==> config.mk <==
export PLATFORM = sky130hd
export DESIGN_NAME = lighthouse_frame_scheduler_flat
export DESIGN_NICKNAME = d
export VERILOG_FILES = /design/src/rtl/lighthouse_pkg.sv /design/src/rtl/lighthouse_frame_scheduler_if.sv /design/src/rtl/rr_arbiter.sv /design/src/rtl/lighthouse_frame_scheduler.sv /design/src/flat_wrapper.sv
export SDC_FILE = /design/constraint.sdc
export NUM_CORES = 2
export LEC_CHECK = 0
export CAP_MARGIN = 40
export CORE_AREA = 4 4 288 290
export CTS_BUF_LIST = sky130_fd_sc_hd__clkbuf_2
export CTS_CLUSTER_DIAMETER = 30
export DETAILED_ROUTE_END_ITERATION = 10
export DIE_AREA = 0 0 292 294
export GPL_TIMING_DRIVEN = 0
export PLACE_DENSITY_LB_ADDON = 0.08
export SETUP_SLACK_MARGIN = 0.3
export SLEW_MARGIN = 20
export SYNTH_ARGS = -nofsm -noshare
export SYNTH_HDL_FRONTEND = slang
export SYNTH_SLANG_ARGS = --single-unit
==> constraint.sdc <==
create_clock -name clock -period 23.7 [get_ports clock]
set_input_delay 2.37 -clock clock [delete_from_list [all_inputs] [get_ports clock]]
set_output_delay 2.37 -clock clock [all_outputs]
set_load 0.03 [all_outputs]
==> src/rtl/lighthouse_pkg.sv <==
// Shared definitions for the lighthouse sensor block: word widths and the
// frame scheduler state encoding.
package lighthouse_pkg;

    localparam int SENSOR_WORD_WIDTH = 32;
    localparam int DROP_COUNT_WIDTH  = 16;

    typedef enum logic {
        IDLE = 1'b0,
        SEND = 1'b1
    } frame_state_t;

endpackage

==> src/rtl/lighthouse_frame_scheduler_if.sv <==
// Valid/ready stream carrying one captured sensor word plus its channel id
// from the frame scheduler to the SPI/host link.
interface lighthouse_frame_scheduler_if #(
    parameter int ID_WIDTH = 5
);
    import lighthouse_pkg::*;

    logic [SENSOR_WORD_WIDTH-1:0] frame_data_o;
    logic [ID_WIDTH-1:0]          frame_id_o;
    logic                         frame_valid_o;
    logic                         frame_ready_i;

    modport master (
        output frame_data_o,
        output frame_id_o,
        output frame_valid_o,
        input  frame_ready_i
    );

    modport slave (
        input  frame_data_o,
        input  frame_id_o,
        input  frame_valid_o,
        output frame_ready_i
    );

endinterface

==> src/rtl/rr_arbiter.sv <==
// Combinational round-robin arbiter. The request vector is duplicated side by
// side, and the copy in the low half has every request below the pointer
// masked off. The lowest set bit of that double-width vector is therefore the
// first request at or after the pointer, wrapping around the channel count.
module rr_arbiter #(
    parameter int N  = 20,
    parameter int IW = (N > 1) ? $clog2(N) : 1
) (
    input  logic [N-1:0]  i_req,
    input  logic [IW-1:0] i_ptr,
    output logic [N-1:0]  o_grant,
    output logic [IW-1:0] o_idx,
    output logic          o_any
);

    logic [N-1:0]   w_low_mask;
    logic [2*N-1:0] w_double;
    logic           w_found;

    // Mark every channel strictly below the pointer so it is skipped in the first pass
    always_comb begin
        w_low_mask = '0;
        for (int i = 0; i < N; i++) begin
            w_low_mask[i] = (i < int'(i_ptr));
        end
    end

    assign w_double = {i_req, i_req & ~w_low_mask};
    assign o_any    = |i_req;

    // Priority-encode the lowest set bit and fold it back into a channel index
    always_comb begin
        o_grant = '0;
        o_idx   = '0;
        w_found = 1'b0;
        for (int j = 0; j < 2 * N; j++) begin
            if (!w_found && w_double[j]) begin
                automatic int k = (j >= N) ? (j - N) : j;
                w_found    = 1'b1;
                o_idx      = IW'(k);
                o_grant[k] = 1'b1;
            end
        end
    end

endmodule

==> src/rtl/lighthouse_frame_scheduler.sv <==
// Shares one 32-bit stream between all lighthouse sensor channels. A channel
// becomes pending when its input word changes. Pending channels are granted
// round-robin, one word per IDLE/SEND pair. An update that lands on a channel
// that is still pending is counted as an overrun, and the newest word is kept.
module lighthouse_frame_scheduler
    import lighthouse_pkg::*;
#(
    parameter int NUMBER_OF_SENSORS = 20,
    parameter int ID_WIDTH          = (NUMBER_OF_SENSORS > 1) ? $clog2(NUMBER_OF_SENSORS) : 1
) (
    input  logic                                           clock,
    input  logic                                           reset_n,
    input  logic                                           enable_i,
    input  logic [SENSOR_WORD_WIDTH*NUMBER_OF_SENSORS-1:0] sensor_data_i,
    lighthouse_frame_scheduler_if.master                   frame_if,
    output logic [NUMBER_OF_SENSORS-1:0]                   pending_o,
    output logic [NUMBER_OF_SENSORS-1:0]                   overrun_o,
    output logic [DROP_COUNT_WIDTH-1:0]                    drop_count_o
);

    localparam int N = NUMBER_OF_SENSORS;

    typedef logic [DROP_COUNT_WIDTH:0] drop_sum_t;
    typedef logic [6:0]                overrun_cnt_t;

    frame_state_t                 r_state;
    frame_state_t                 w_state_next;
    logic [ID_WIDTH-1:0]          r_ptr;
    logic [ID_WIDTH-1:0]          r_frame_id;
    logic [SENSOR_WORD_WIDTH-1:0] r_frame_data;
    logic [DROP_COUNT_WIDTH-1:0]  r_drop_count;

    logic [N-1:0]                 r_pending;
    logic [N-1:0]                 r_overrun;
    logic [SENSOR_WORD_WIDTH-1:0] w_shadow [N];
    logic [N-1:0]                 w_change;
    logic [N-1:0]                 w_clear;
    logic [N-1:0]                 w_overrun_event;

    logic [N-1:0]                 w_grant_onehot;
    logic [ID_WIDTH-1:0]          w_grant_idx;
    logic                         w_grant_any;
    logic                         w_grant_fire;
    logic                         w_accept;
    overrun_cnt_t                 w_overrun_cnt;
    drop_sum_t                    w_drop_sum;

    rr_arbiter #(
        .N  (N),
        .IW (ID_WIDTH)
    ) u_rr_arbiter (
        .i_req   (r_pending),
        .i_ptr   (r_ptr),
        .o_grant (w_grant_onehot),
        .o_idx   (w_grant_idx),
        .o_any   (w_grant_any)
    );

    // The granted channel's pending flag drops in the grant cycle unless a new word arrives
    assign w_clear = w_grant_fire ? w_grant_onehot : '0;

    for (genvar gi = 0; gi < N; gi++) begin : g_channel
        logic [SENSOR_WORD_WIDTH-1:0] r_last;
        logic [SENSOR_WORD_WIDTH-1:0] r_shadow;
        logic                         r_pend;
        logic                         r_ovr;
        logic [SENSOR_WORD_WIDTH-1:0] w_word;

        assign w_word              = sensor_data_i[gi*SENSOR_WORD_WIDTH +: SENSOR_WORD_WIDTH];
        assign w_change[gi]        = (w_word != r_last);
        assign w_overrun_event[gi] = w_change[gi] & r_pend & ~w_clear[gi];
        assign w_shadow[gi]        = r_shadow;
        assign r_pending[gi]       = r_pend;
        assign r_overrun[gi]       = r_ovr;

        // Capture changed words; a change in the grant cycle wins over the clear
        always_ff @(posedge clock or negedge reset_n) begin
            if (!reset_n) begin
                r_last   <= '0;
                r_shadow <= '0;
                r_pend   <= 1'b0;
                r_ovr    <= 1'b0;
            end else begin
                if (w_change[gi]) begin
                    r_last   <= w_word;
                    r_shadow <= w_word;
                    r_pend   <= 1'b1;
                end else if (w_clear[gi]) begin
                    r_pend   <= 1'b0;
                end
                if (w_overrun_event[gi]) begin
                    r_ovr <= 1'b1;
                end
            end
        end
    end

    // Hold the current scheduler state
    always_ff @(posedge clock or negedge reset_n) begin
        if (!reset_n) begin
            r_state <= IDLE;
        end else begin
            r_state <= w_state_next;
        end
    end

    // Grant from IDLE when enabled, return from SEND once the consumer takes the word
    always_comb begin
        w_state_next = r_state;
        w_grant_fire = 1'b0;
        w_accept     = 1'b0;
        case (r_state)
            IDLE: begin
                if (enable_i && w_grant_any) begin
                    w_grant_fire = 1'b1;
                    w_state_next = SEND;
                end
            end
            SEND: begin
                if (frame_if.frame_ready_i) begin
                    w_accept     = 1'b1;
                    w_state_next = IDLE;
                end
            end
        endcase
    end

    // Latch the granted word and id, and advance the pointer past the accepted channel
    always_ff @(posedge clock or negedge reset_n) begin
        if (!reset_n) begin
            r_frame_data <= '0;
            r_frame_id   <= '0;
            r_ptr        <= '0;
        end else begin
            if (w_grant_fire) begin
                r_frame_data <= w_shadow[w_grant_idx];
                r_frame_id   <= w_grant_idx;
            end
            if (w_accept) begin
                r_ptr <= (r_frame_id == ID_WIDTH'(N - 1)) ? '0 : r_frame_id + ID_WIDTH'(1);
            end
        end
    end

    // Several channels can overrun in the same cycle, so count them all
    always_comb begin
        w_overrun_cnt = '0;
        for (int i = 0; i < N; i++) begin
            w_overrun_cnt = w_overrun_cnt + overrun_cnt_t'(w_overrun_event[i]);
        end
        w_drop_sum = drop_sum_t'(r_drop_count) + drop_sum_t'(w_overrun_cnt);
    end

    // Saturating total of overruns, cleared only by reset
    always_ff @(posedge clock or negedge reset_n) begin
        if (!reset_n) begin
            r_drop_count <= '0;
        end else if (w_drop_sum[DROP_COUNT_WIDTH]) begin
            r_drop_count <= '1;
        end else begin
            r_drop_count <= w_drop_sum[DROP_COUNT_WIDTH-1:0];
        end
    end

    assign frame_if.frame_valid_o = (r_state == SEND);
    assign frame_if.frame_data_o  = r_frame_data;
    assign frame_if.frame_id_o    = r_frame_id;
    assign pending_o              = r_pending;
    assign overrun_o              = r_overrun;
    assign drop_count_o           = r_drop_count;

endmodule

==> src/flat_wrapper.sv <==
// flat-port wrapper written by rule: the top's interface ports become plain ports
module lighthouse_frame_scheduler_flat import lighthouse_pkg::*;
#(
    parameter int NUMBER_OF_SENSORS = 20,
    parameter int ID_WIDTH          = (NUMBER_OF_SENSORS > 1) ? $clog2(NUMBER_OF_SENSORS) : 1
)
  (clock, reset_n, enable_i, sensor_data_i, pending_o, overrun_o, drop_count_o, frame_if_frame_data_o, frame_if_frame_id_o, frame_if_frame_valid_o, frame_if_frame_ready_i);
  lighthouse_frame_scheduler_if #(.ID_WIDTH(ID_WIDTH)) frame_if_i ();
  input  logic clock;
  input  logic reset_n;
  input  logic enable_i;
  input  logic [SENSOR_WORD_WIDTH*NUMBER_OF_SENSORS-1:0] sensor_data_i;
  output logic [NUMBER_OF_SENSORS-1:0] pending_o;
  output logic [NUMBER_OF_SENSORS-1:0] overrun_o;
  output logic [DROP_COUNT_WIDTH-1:0] drop_count_o;
  output wire logic [$bits(frame_if_i.frame_data_o)-1:0] frame_if_frame_data_o;
  output wire logic [$bits(frame_if_i.frame_id_o)-1:0] frame_if_frame_id_o;
  output wire logic [$bits(frame_if_i.frame_valid_o)-1:0] frame_if_frame_valid_o;
  input wire logic [$bits(frame_if_i.frame_ready_i)-1:0] frame_if_frame_ready_i;
  assign frame_if_frame_data_o = frame_if_i.frame_data_o;
  assign frame_if_frame_id_o = frame_if_i.frame_id_o;
  assign frame_if_frame_valid_o = frame_if_i.frame_valid_o;
  assign frame_if_i.frame_ready_i = frame_if_frame_ready_i;
  lighthouse_frame_scheduler #(.NUMBER_OF_SENSORS(NUMBER_OF_SENSORS), .ID_WIDTH(ID_WIDTH)) u_core (.clock(clock), .reset_n(reset_n), .enable_i(enable_i), .sensor_data_i(sensor_data_i), .frame_if(frame_if_i), .pending_o(pending_o), .overrun_o(overrun_o), .drop_count_o(drop_count_o));
endmodule
# [Yosys cells after proc, flatten, opt, wreduce, memory -nomap -nowiden]
# Cells that the tools add are included.
[classes] n_addsub=21 multipliers=0 div=0 magnitude_cmp=21 eq_ne=21 n_shift=0 muxes=169 bitwise_logic=64 n_reduce_logical=100
[op_table] op="$ne A32 B32 Y1" n=20
[op_table] op="$mux W5" n=39
[op_table] op="$bmux W32 S5" n=1
[op_table] op="$add A7 B1 Y7" n=18
[op_table] op="$mux W1" n=124
[op_table] op="$mux W32" n=2
[op_table] op="$and A1 B1 Y1" n=40
[op_table] op="$logic_and A1 B1 Y1" n=40
[op_table] op="$lt A4 B5 Y1 const A" n=8
[op_table] op="$reduce_bool A2 Y1" n=20
[op_table] op="$logic_not A1 Y1" n=39
[op_table] op="$not A1 Y1" n=21
[op_table] op="$and A20 B20 Y20" n=1
[op_table] op="$lt A3 B5 Y1 const A" n=4
[op_table] op="$lt A5 B5 Y1 const A" n=4
[op_table] op="$mux W20" n=1
[op_table] op="$not A20 Y20" n=1
[op_table] op="$reduce_or A20 Y1" n=1
[op_table] op="$add A16 B7 Y17" n=1
[op_table] op="$mux W16" n=1
[op_table] op="$lt A1 B5 Y1 const A" n=2
[op_table] op="$lt A2 B5 Y1 const A" n=2
[op_table] op="$ge A6 B6 Y1 const B" n=1
[op_table] op="$not A5 Y6" n=1
[op_table] op="other kinds (4)" n=4
[totals] reg_bits=739 latchBits=0 ramBits=0 romBits=0 in_bits=644 out_inout_bits=94 elab_cells=461 mem_count=0

# [Logic depth before layout (Yosys ltp)]
[logic_depth] word_depth=145 depth_mapped=34 mapped_depth_nobuf=32

# [Hierarchy]
# From an unflattened synthesis, not the netlist that was laid out.
[unflattened] cells_unflattened=3108 area_unflattened_um2=36054.6
[modules_own_cells] module="lighthouse_frame_scheduler" instances=1 cells_each=2929 area_each_um2=34782.1 seq_area_each_um2=18492.7
[modules_own_cells] module="rr_arbiter" instances=1 cells_each=179 area_each_um2=1272.5 seq_area_each_um2=0.0

# [Least setup slack after synthesis]
# OpenSTA, ideal clock, no wires.
[synth_path] kind="in2reg" startpoint="input port sensor_data_i[56]" endpoint="register u_core.r_drop_count[11] (netlist: u_core.drop_count_o[11])" setup_ps=142 arrival_time_ps=8452 t_required_ps=23558 path_slack_ps=15105 cell_stages=26 n_path_buf=1 path_cell_list="xnor2_1 nand4_1 nor4_1 nand2_1 and3_1 ha_1 inv_1 fa_1 fa_1 fa_1 fa_1 fa_1 fa_1 fa_1 inv_1 fa_1 a21oi_1 nor2_1 o21a_1 o2111a_1 inv_1 nor2_1 nand3_1 or2_2 clkbuf_1 o21ai_0"
[synth_via] elab_chain_cells=24
[synth_lines] item="start, declared" line_no="flat_wrapper.sv:12" source="input logic [SENSOR_WORD_WIDTH*NUMBER_OF_SENSORS-1:0] sensor_data_i;"
[synth_lines] item="$ne A32 B32 Y1" line_no="lighthouse_frame_scheduler.sv:70" source="assign w_change[gi] = (w_word != r_last);"
[synth_lines] item="$and A1 B1 Y1 (2 in a row)" line_no="lighthouse_frame_scheduler.sv:71" source="assign w_overrun_event[gi] = w_change[gi] & r_pend & ~w_clear[gi];"
[synth_lines] item="net u_core.w_overrun_event[1]" line_no="lighthouse_frame_scheduler.sv:38" source="logic [N-1:0] w_overrun_event;"
[synth_lines] item="$add A1 B1 Y2" line_no="lighthouse_frame_scheduler.sv:149" source="w_overrun_cnt = w_overrun_cnt + overrun_cnt_t'(w_overrun_event[i]);"
[synth_lines] item="$add A7 B1 Y7 (18 in a row)" line_no="lighthouse_frame_scheduler.sv:149"
[synth_lines] item="$add A16 B7 Y17" line_no="lighthouse_frame_scheduler.sv:151" source="w_drop_sum = drop_sum_t'(r_drop_count) + drop_sum_t'(w_overrun_cnt);"
[synth_lines] item="$mux W16" line_no="lighthouse_frame_scheduler.sv:158" source="end else if (w_drop_sum[DROP_COUNT_WIDTH]) begin"
[synth_lines] item="end signal, assigned" line_no="lighthouse_frame_scheduler.sv:161" source="r_drop_count <= w_drop_sum[DROP_COUNT_WIDTH-1:0];"
[synth_lines] item="end, declared" line_no="lighthouse_frame_scheduler.sv:31" source="logic [DROP_COUNT_WIDTH-1:0] r_drop_count;"
# The timed path passes the listed nets, and every way through them passes these cells.
# A chain may end at the register's enable or synchronous reset.

# [Worst setup path after layout]
[layout_path] startpoint="register u_core.r_ptr[2]" endpoint="register u_core.r_drop_count[11] (netlist: u_core.drop_count_o[11])"
[layout_via] elab_cells_between_ends=240 cone_classes="add/sub (20); order compare (20); mux (80); bitwise (42); reduce/logical (78)"
[layout_lines] item="start, declared" line_no="lighthouse_frame_scheduler.sv:28" source="logic [ID_WIDTH-1:0] r_ptr;"
[layout_lines] item="start signal, assigned" line_no="lighthouse_frame_scheduler.sv:140" source="r_ptr <= (r_frame_id == ID_WIDTH'(N - 1)) ? '0 : r_frame_id + ID_WIDTH'(1);"
[layout_lines] item="$lt A1 B5 Y1" line_no="rr_arbiter.sv:24" source="w_low_mask[i] = (i < int'(i_ptr));"
[layout_lines] item="$not A20 Y20 (*)" line_no="rr_arbiter.sv:28" source="assign w_double = {i_req, i_req & ~w_low_mask};"
[layout_lines] item="$and A20 B20 Y20 (*)" line_no="rr_arbiter.sv:28"
[layout_lines] item="$mux W1" line_no="rr_arbiter.sv:37" source="if (!w_found && w_double[j]) begin"
[layout_lines] item="$logic_not A1 Y1" line_no="rr_arbiter.sv:37"
[layout_lines] item="$logic_and A1 B1 Y1" line_no="rr_arbiter.sv:37"
[layout_lines] item="$mux W1" line_no="rr_arbiter.sv:37"
[layout_lines] item="$logic_not A1 Y1" line_no="rr_arbiter.sv:37"
[layout_lines] item="[97 not listed]"
[layout_lines] item="$mux W1 (*)" line_no="rr_arbiter.sv:37"
[layout_lines] item="$mux W20 (*)" line_no="lighthouse_frame_scheduler.sv:60" source="assign w_clear = w_grant_fire ? w_grant_onehot : '0;"
[layout_lines] item="$not A1 Y1 (*)" line_no="lighthouse_frame_scheduler.sv:71"
[layout_lines] item="$and A1 B1 Y1 (*)" line_no="lighthouse_frame_scheduler.sv:71"
[layout_lines] item="net u_core.w_overrun_event[14]" line_no="lighthouse_frame_scheduler.sv:38"
[layout_lines] item="$add A7 B1 Y7 (*) (6 in a row)" line_no="lighthouse_frame_scheduler.sv:149"
[layout_lines] item="$add A16 B7 Y17 (*)" line_no="lighthouse_frame_scheduler.sv:151"
[layout_lines] item="$mux W16 (*)" line_no="lighthouse_frame_scheduler.sv:158"
# Mark *: on every way through the listed nets, which the timed path passes. The rest lies on a longest branch.

==> impl_results.md <==
- Async SR Flop Fraction: 100%
- Reg2Reg Depth: 31
- Post-DP HPWL: 126 mm
- CP Class: register to register
- Max_cap viols: 0
- DR pass1 iterations: 5
- Most used cell, CP: fa_1
- Critical-path maximum fanout: 10
- Post_cts resized: 0
- Vias in the first global route: 30,500
- Ys flop type: dfrtp_1
- #FFs+latches synth: about 740
- Remaining DRCs: 0
- Post-synth top area share: between 50% and 60%
- WHS: 472 ps
- Pins over their slew limit: 0
- Relative slew slack: 40.2%
- Status: finished, final reports clean
- H-Tree Depth: 4
- Most common cell in the netlist: dfrtp_1
- Pwr dens: 111 mW/mm^2
- Via density: 5.21
- Final setup skew: around 120 ps
- Synth area leaders: dfrtp_1 51%, xnor2_1 11%, clkbuf_1 7.1%
- HP Class: register to register
- CP Capture Type: register
- Clock Pin Slew Worst Setup and Hold Paths: 90 ps
- Postcts setup bufs: 0
- HP Start: u_core.g_channel[10].r_ovr$_DFFE_PN0P_
- Yosys Warn Count: 0
- Number of flops mapped to enable cells by yosys: 0
- Via count of the routed design: 29,800
- Post-Syn Instances: 3,508
- Area Overhead vs Synth: 30.0%
- Min-Delay Path Depth: 1
- Max Fclk: approximately 0.10 GHz
- Register area: between 0.015 and 0.02 mm^2
- Port Buffer Count: ~740
- First-pass GRT wire length: roughly 210 mm
- Final-report hold violation count: 0
- Yosys cell types: 74
- Mapped Area: 0.0365 mm^2
- Detailed-route wire length per cell: between 20 and 30 um
- Leak: 0.0193 uW
- Die width: just under 300 um
- Final #Nets: 5,145
- Synth area leader: dfrtp_1
- Share of layout cells above drive strength 1: 10.7%
- Worst-Margin Slew: 896 ps
- Post-synth top cells: 739 x dfrtp_1, 687 x clkbuf_1, 455 x xnor2_1
- Period minus WS final: 9920 ps
- Crit-path slowest cell: a222oi_1
- Chip height: 294 um
- WL final: 151 mm
- Fill count: 7,366
- RSZ-0062 raised after global routing: no
- Skew-Pair Late Insertion Delay: 1430 ps
- Startpoint types: register
- CP required: 24,990 ps
- CP peak stage delay: 780 ps
- # IOs: 738
- Cts bufs inserted: 210
- Std-Cell Rows: ~100
- RR Endpoint: u_core.drop_count_o[11]$_DFF_PN0_
- Grt total ovfl: 0
- Hold endpoint: u_core.g_channel[10].r_ovr$_DFFE_PN0P_
- Core area: 0.0803 mm^2
- VDD IR-drop max: between 90 and 100 uV
- Clock Sink Count: ~740
- CTS max path bufs: 3
- # setup viols final: 0
- Critical path arrival: between 10,000 and 15,000 ps
- Setup TNS: 0 ps
- GRT Overall Usage: about a third
- Crit share post-route: 41.9%
- Largest net degree at the start of global routing: 96
- R2R setup slack: 13,780 ps
- Final ANT Viol Nets: 0
- Initial Util: 45.5%
- CTS Hold Bufs: 0
- Area of the multi-input gates: roughly 0.015 mm^2
- Routability cong.: 1.01
- Initial antenna violation count: 26
- Syn Area/Cell: between 10 and 15 um^2
- Syn Nets: 4,180
- CTS tree: built
- Full die area: 0.0858 mm^2
- Clock root buffer: clkbuf_2
- Sequential area share after synthesis: 50.6%
- RR Startpoint: u_core.r_ptr[2]$_DFFE_PN0P_
- Iteration-0 DRC count of the detailed router: 2,380
-- worst max path at each step --
stage / from / endpoint / cells after the start
after detailed placement: sensor_data_i[23] / u_core.drop_count_o[11]$_DFF_PN0_ / 27
final: u_core.r_ptr[2]$_DFFE_PN0P_ / u_core.drop_count_o[11]$_DFF_PN0_ / 31
after floorplan: sensor_data_i[56] / u_core.drop_count_o[11]$_DFF_PN0_ / 26
after global routing: u_core.r_ptr[2]$_DFFE_PN0P_ / u_core.drop_count_o[5]$_DFF_PN0_ / 31
after CTS: u_core.r_ptr[2]$_DFFE_PN0P_ / u_core.drop_count_o[11]$_DFF_PN0_ / 31
after global placement: reset_n / u_core.g_channel[5].r_shadow[17]$_DFFE_PN0N_ / 1
-- cells in the final DEF (no fill, tap or decap), types with 54 or more instances in the layout --
cell	Yosys	final
nor4_1	84	83
mux2i_1	226	226
a21oi_1	87	87
o21ai_0	100	100
xor2_1	197	197
clkdlybuf4s50_1	0	736
dfrtp_1	739	739
clkbuf_2	0	304
clkbuf_1	687	687
buf_2	51	54
nand2_1	146	146
o22ai_1	66	66
xnor2_1	455	455
nand4_1	131	131
inv_1	66	66
-- per-stage QoR --
stage	power [uW]	setup WS, ps	utilization (%)	std cells	area, um^2
floorplan	3000	15110	-	3508	36500
global placement	4260	-14390	56.3	5305	45200
detailed placement	4270	13160	56.7	5320	45500
CTS	5230	14030	59.0	5692	47400
global route	5470	13270	59.1	5710	47500
finish	5260	13780	59.1	5713	47500
-- metal layers --
metal | vias to the layer above | track usage, % | wire (um) | share of wire (%)
li1 | 13500 | - | - | -
met3 | 247 | 9.67 | 12700 | 8.4
met1 | 14800 | 45.0 | 62800 | 42
met2 | 1213 | 54.7 | 70000 | 46
met4 | 14 | 13.7 | 5590 | 3.7
met5 | - | 0 | 98 | 0.065
-- cell families after synthesis --
family,after synthesis,share of synthesized area [%]
buffers and inverters,854,9.48
DFF,739,50.6
xor gates and xnor gates,652,15.6
and+or+nand+nor,517,7.58
AOI/OAI and AO/OA,490,9.17
muxes,228,6.26
adders and majority gates,28,1.25
-- power by group --
group          internal (uW)  switching [uW]  total, uW  leakage [uW]
combinational            955            1910       2860       0.00940
clock                    357             586        943       0.00145
sequential              1370            89.4       1460       0.00848
total                   2680            2580       5260        0.0193
-- area by class of cell --
cell class / instances / share of cell area, %
repair buffers: 753 / 16.2
multi-input cells: 1915 / 30.7
well taps: 1060 / 2.79
clock inverters: 69 / 0.770
plain buffers: 788 / 6.77
clock buffers: 303 / 3.19
diodes: 20 / 0.105
flip-flops and latches: 739 / 39.0
inverters: 66 / 0.522
-- critical path: cells and delay by family (launching register included) --
family                     cells  cell delay (ps)
adders and majority gates      8             4020
and+or+nand+nor               10             2360
buffers and inverters          6             1140
AOI/OAI and AO/OA              7             1930
DFF                            1              430
-- registers in the layout, indices dropped and copies added, names as in the netlist --
signal / flops
u_core.frame_if.frame_id_o: 5
u_core.frame_if.frame_data_o: 32
u_core.g_channel.r_pend: 20
u_core.g_channel.r_last: 512
u_core.g_channel.r_shadow: 128
u_core.frame_if.frame_valid_o: 1
u_core.r_ptr: 5
u_core.g_channel.r_ovr: 20
u_core.drop_count_o: 16
(Power assumes the default switching activity.)
